## src/rtl/fan_pkg.sv

```systemverilog
// Shared definitions for the fan head swing scheduler and pwm_512step users.
package fan_pkg;

  localparam int unsigned DUTY_W = 9;

  // Default servo positions in pwm_512step duty steps.
  localparam int unsigned DEF_DUTY_MIN    = 8;
  localparam int unsigned DEF_DUTY_MAX    = 70;
  localparam int unsigned DEF_DUTY_CENTER = 39;
  localparam int unsigned DEF_NARROW_HALF = 12;
  localparam int unsigned DEF_STEP_DIV    = 8_388_608;

  typedef enum logic [1:0] {
    ST_IDLE   = 2'd0,
    ST_WIDE   = 2'd1,
    ST_NARROW = 2'd2,
    ST_RETURN = 2'd3
  } state_e;

  // One duty step from cur toward target. Returns cur unchanged when already there.
  function automatic logic [DUTY_W-1:0] step_toward(input logic [DUTY_W-1:0] cur,
                                                    input logic [DUTY_W-1:0] target);
    if (cur < target)      return cur + DUTY_W'(1);
    else if (cur > target) return cur - DUTY_W'(1);
    else                   return cur;
  endfunction

endpackage

```

## src/rtl/swing_step_timer.sv

```systemverilog
// Free-running divider that emits a one-cycle tick every STEP_DIV clocks.
module swing_step_timer #(
  parameter int unsigned STEP_DIV = fan_pkg::DEF_STEP_DIV
) (
  input  logic clk,
  input  logic reset_p,
  output logic tick
);

  localparam int unsigned     CNT_W = $clog2(STEP_DIV);
  localparam logic [CNT_W-1:0] LAST = CNT_W'(STEP_DIV - 1);

  logic [CNT_W-1:0] cnt_q;
  logic [CNT_W-1:0] cnt_d;

  // Tick on the last count and wrap to zero; never paused by the FSM.
  always_comb begin
    tick  = (cnt_q == LAST);
    cnt_d = tick ? '0 : cnt_q + CNT_W'(1);
  end

  // Counter register with synchronous reset.
  // NOTE: sequential state uses <= so every flop samples pre-edge values.
  always_ff @(posedge clk) begin
    if (reset_p) cnt_q <= '0;
    else         cnt_q <= cnt_d;
  end

endmodule

```

## src/rtl/fan_swing_ctrl.sv

```systemverilog
// Swing scheduler: turns mode pulses and the motor switch into a servo duty sweep.
module fan_swing_ctrl
  import fan_pkg::*;
#(
  parameter int unsigned DUTY_MIN    = DEF_DUTY_MIN,
  parameter int unsigned DUTY_MAX    = DEF_DUTY_MAX,
  parameter int unsigned DUTY_CENTER = DEF_DUTY_CENTER,
  parameter int unsigned NARROW_HALF = DEF_NARROW_HALF,
  parameter int unsigned STEP_DIV    = DEF_STEP_DIV
) (
  input  logic              clk,
  input  logic              reset_p,
  input  logic              mode_pe,
  input  logic              motor_sw,
  output logic [DUTY_W-1:0] duty,
  output logic [1:0]        state,
  output logic              busy
);

  localparam logic [DUTY_W-1:0] WIDE_LO   = DUTY_W'(DUTY_MIN);
  localparam logic [DUTY_W-1:0] WIDE_HI   = DUTY_W'(DUTY_MAX);
  localparam logic [DUTY_W-1:0] CENTER    = DUTY_W'(DUTY_CENTER);
  localparam logic [DUTY_W-1:0] NARROW_LO = DUTY_W'(DUTY_CENTER - NARROW_HALF);
  localparam logic [DUTY_W-1:0] NARROW_HI = DUTY_W'(DUTY_CENTER + NARROW_HALF);

  logic              tick;
  state_e            state_q, state_d;
  logic [DUTY_W-1:0] duty_q, duty_d;
  logic              dir_q, dir_d;
  logic              busy_q, busy_d;
  logic [DUTY_W-1:0] lo, hi;

  swing_step_timer #(
    .STEP_DIV (STEP_DIV)
  ) u_timer (
    .clk     (clk),
    .reset_p (reset_p),
    .tick    (tick)
  );

  // Next state, duty and direction; the step always follows the current state's rule.
  always_comb begin
    // NOTE: every always_comb output gets a default first, so no path infers a latch.
    state_d = state_q;
    duty_d  = duty_q;
    dir_d   = dir_q;
    lo      = (state_q == ST_NARROW) ? NARROW_LO : WIDE_LO;
    hi      = (state_q == ST_NARROW) ? NARROW_HI : WIDE_HI;

    unique case (state_q)
      ST_IDLE: begin
        if (mode_pe && motor_sw) state_d = ST_WIDE;
      end
      ST_WIDE, ST_NARROW: begin
        // Motor off beats a simultaneous mode press.
        if (!motor_sw)    state_d = ST_RETURN;
        else if (mode_pe) state_d = (state_q == ST_WIDE) ? ST_NARROW : ST_IDLE;

        // Bounce between lo and hi; out-of-window duty simply walks back in.
        if (tick) begin
          if (dir_q) begin
            if (duty_q >= hi) begin
              dir_d  = 1'b0;
              duty_d = duty_q - DUTY_W'(1);
            end else begin
              duty_d = duty_q + DUTY_W'(1);
            end
          end else begin
            if (duty_q <= lo) begin
              dir_d  = 1'b1;
              duty_d = duty_q + DUTY_W'(1);
            end else begin
              duty_d = duty_q - DUTY_W'(1);
            end
          end
        end
      end
      ST_RETURN: begin
        if (duty_q == CENTER) state_d = ST_IDLE;
        else if (tick)        duty_d  = step_toward(duty_q, CENTER);
      end
      default: state_d = ST_IDLE;
    endcase

    busy_d = (state_d != ST_IDLE);
  end

  // FSM and datapath registers; busy is registered alongside state so both move together.
  always_ff @(posedge clk) begin
    if (reset_p) begin
      state_q <= ST_IDLE;
      duty_q  <= CENTER;
      dir_q   <= 1'b1;
      busy_q  <= 1'b0;
    end else begin
      state_q <= state_d;
      duty_q  <= duty_d;
      dir_q   <= dir_d;
      busy_q  <= busy_d;
    end
  end

  assign duty  = duty_q;
  assign state = state_q;
  assign busy  = busy_q;

endmodule

```

## config.mk

```make
export PLATFORM = sky130hd
export DESIGN_NAME = fan_swing_ctrl
export DESIGN_NICKNAME = d
export VERILOG_FILES = /design/src/rtl/fan_pkg.sv /design/src/rtl/swing_step_timer.sv /design/src/rtl/fan_swing_ctrl.sv
export SDC_FILE = /design/constraint.sdc
export NUM_CORES = 1
export LEC_CHECK = 0
export BUFFER_PORTS_ARGS = -buffer_cell sky130_fd_sc_hd__clkbuf_2
export CAP_MARGIN = 20
export CORE_MARGIN = 3
export CORE_UTILIZATION = 43
export CTS_BUF_LIST = sky130_fd_sc_hd__clkbuf_8 sky130_fd_sc_hd__clkbuf_16
export CTS_CLUSTER_SIZE = 16
export DETAILED_ROUTE_END_ITERATION = 16
export PLACE_DENSITY = 0.72
export SETUP_SLACK_MARGIN = 0.02
export SLEW_MARGIN = 30
export SYNTH_ARGS = -nofsm -noshare
export SYNTH_HDL_FRONTEND = slang
export SYNTH_SLANG_ARGS = --single-unit
```

## constraint.sdc

```tcl
create_clock -name clk -period 2.4 [get_ports clk]
set_input_delay 0.36 -clock clk [delete_from_list [all_inputs] [get_ports clk]]
set_output_delay 0.36 -clock clk [all_outputs]
set_load 0.03 [all_outputs]
```

==> reports/summary.txt <==
Met1 usage -> 22.9%
CP startpoint -> state[0]$_SDFF_PP0_
Clock sink count -> 36
Die W -> 78.7 um
Routed wire length -> 4.94 mm
Placer congestion estimate -> 0.858
RSZ-0062 raised after global routing -> yes
First-pass iteration count of the detailed router -> 4
Area of the core -> 4910 um2
H-tree depth -> 2
RR Startpoint -> state[0]$_SDFF_PP0_
CTS max path bufs -> 2
TritonCTS buffer count -> 5
Placed cell count -> 370
Syn_nets -> 288
CTS tree -> built
Final nets -> 331
Clock Skews -> 0.00586 ns
LEAKAGE -> 1.13 nW
Kind of critical path -> reg -> reg
Chip height -> 78.7 um
CP endpoint kind -> register
Pin count of the biggest net entering global routing -> 22
Busiest metal layer after global routing -> met2
FILL cells -> 441
Area delta synth->final -> 23.4%
Antenna-violating nets left -> 0
Synth Area per Inst -> 8.29 um2
Fin. Hold Viols -> 0
Synth Register Bits -> 36
Footprint of the multi-input gates -> 1500 um2
Total grt overflow -> 0
Worst VDD drop -> 329 uV
Min-delay src -> u_timer.cnt_q[15]$_SDFF_PP0_
Most common cell after layout, fill and taps aside -> nor2_1
Register Area -> 731 um2
Layout cells sized above 1 -> 28.3%
Maximum clock frequency -> 0.412 GHz
Max-Cap Viols -> 0
Post-synth EDFFs -> 0
Ys flop type -> dfxtp_1
Worst rel slew slack -> 63.7%
CP required -> 2.57 ns
Worst R2R Path Depth -> 11
Initial Util -> 46.3%
Arr. time, crit path -> 2.60 ns
Cell Count, Final, Fillers Out -> 385
Yosys cell types -> 58
Slew Viols, Final -> 0
Vias per cell -> 5.28
Root Buffer -> clkbuf_8
Worst setup margin -> -0.0274 ns
Antenna violations before repair -> 0
Via count -> 2032
Post-Synthesis Cells -> 274
Ant diodes -> 0
Synth area leaders -> dfxtp_1 (32%), nor2_1 (7.1%), ha_1 (5.5%)
Startpoint Class -> register
Worst hold slack -> 0.509 ns
Part of the cycle the worst path needs -> 101%
GR Layer Usage met2 -> 27.1%
PwrDens -> 523 nW/um2
1st-iter DRT viols -> 126
Global-route wire length before repair -> 8.55 mm
Met3 global-route usage -> 2.83%
Synth warn -> 0
Most frequent cells in the layout -> nor2_1 (41), dfxtp_1 (32), buf_4 (30)
Synth area leader -> dfxtp_1
# setup viols final -> 1
Sequential fraction of the synthesis area -> 31.7%
I/O pin count -> 16
Die area -> 6190 um2
HPWL Detailed -> 3.56 mm
Mapped Area -> 2270 um2
Final min period -> 2.43 ns
Row cnt -> 25
Hold depth -> 2
Violated checks -> setup timing
Ys async rst share -> 0%
Outcome -> finished with violations
Vias in the first global route -> 1908
Yosys top cell area share -> 31.7%
Worst slew pin tran -> 0.540 ns
Crit path max fanout -> 3
Hold Crit Class -> reg -> reg
Remaining routing DRC violations -> 0
Clk Latency, worst-skew pair -> 0.28 ns
Wire length per cell -> 12.8 um
Gr usage total -> 16.7%
Port bufs -> 15
CTS clk-pin slew, worst paths -> 0.08 ns
## critical path, stage by stage, from the launching register on
cell	delay, ns
dfxtp_4	0.36
inv_6	0.07
ha_4	0.18
inv_6	0.05
ha_4	0.25
a211o_1	0.12
a32oi_1	0.10
o21a_1	0.22
o31ai_4	0.29
buf_6	0.16
mux2i_1	0.19
mux2_1	0.33
## state kept, by name, summed over array words and instances (netlist names)
register / count
busy: 1
dir_q: 1
duty: 9
state: 2
u_timer.cnt_q: 23
## layout make-up
| cell class | instances | share of cell area, % |
|---|---|---|
| multi-input cells | 213 | 53.5 |
| flip-flops and latches | 36 | 26.1 |
| repair buffers | 48 | 11.9 |
| well taps | 67 | 2.99 |
| clock buffers | 6 | 2.95 |
| inverters | 13 | 2.10 |
| clock inverters | 2 | 0.491 |
## cells by family (layout without fill, tap and decap cells)
group / Yosys count / after routing / synth area share, %
mux: 10 / 10 / 4.57
flops: 36 / 36 / 31.7
compound gates: 33 / 33 / 11.3
simple gates: 134 / 134 / 30.8
buf+inv: 25 / 69 / 6.00
fa+ha+maj: 10 / 10 / 5.51
xor+xnor: 26 / 26 / 10.0
## metrics by stage
step                      util (%)  area, um2  setup TNS [ns]  total power, mW  setup WS [ns]
after global routing          57.1       2800          -0.319             1.54        -0.0739
after global placement        52.5       2580               0            0.954        0.00994
after floorplan                  -       2320          -0.164            0.862        -0.0818
after CTS                     55.4       2720        -0.00366             1.44       -0.00366
after detailed placement      52.5       2580         -0.0763            0.959        -0.0415
final                         57.1       2800         -0.0274             1.47        -0.0274
## final timing paths
path | end | slack (ns)
worst max register to register | duty[7]$_SDFFE_PP0P_ | -0.03
worst min register to register | u_timer.cnt_q[15]$_SDFF_PP0_ | 0.51
worst min-delay path | u_timer.cnt_q[15]$_SDFF_PP0_ | 0.51
worst max-delay path | duty[7]$_SDFFE_PP0P_ | -0.03
## per-layer routing
layer | share of wire (%) | wire length [um]
met3 | 4.6 | 229
met2 | 46 | 2280
met4 | 0.93 | 46
met5 | 0 | 0
met1 | 48 | 2380
## synth_stat cells (all sizes together), types with 7 or more instances
cell   instances
nand2         30
ha            10
nand3         15
mux2i          7
xor2          14
nor2          43
xnor2         12
inv           13
nor2b          7
dfxtp         36
## repair_timing
action	CTS	global route
pin swaps	3	6
hold buffers	0	0
endpoints found under the hold margin	0	0
setup endpoints to repair	3	8
buffers inserted	3	4
resized for setup	4	14
## power breakdown
group          switching (mW)  total, mW  internal, mW  leakage (nW)
combinational           0.197      0.367         0.170         0.786
sequential             0.0187      0.641         0.622         0.292
clock                   0.224      0.459         0.235        0.0516
total                   0.440       1.47          1.03          1.13
Power figures use the tool's default switching activity.
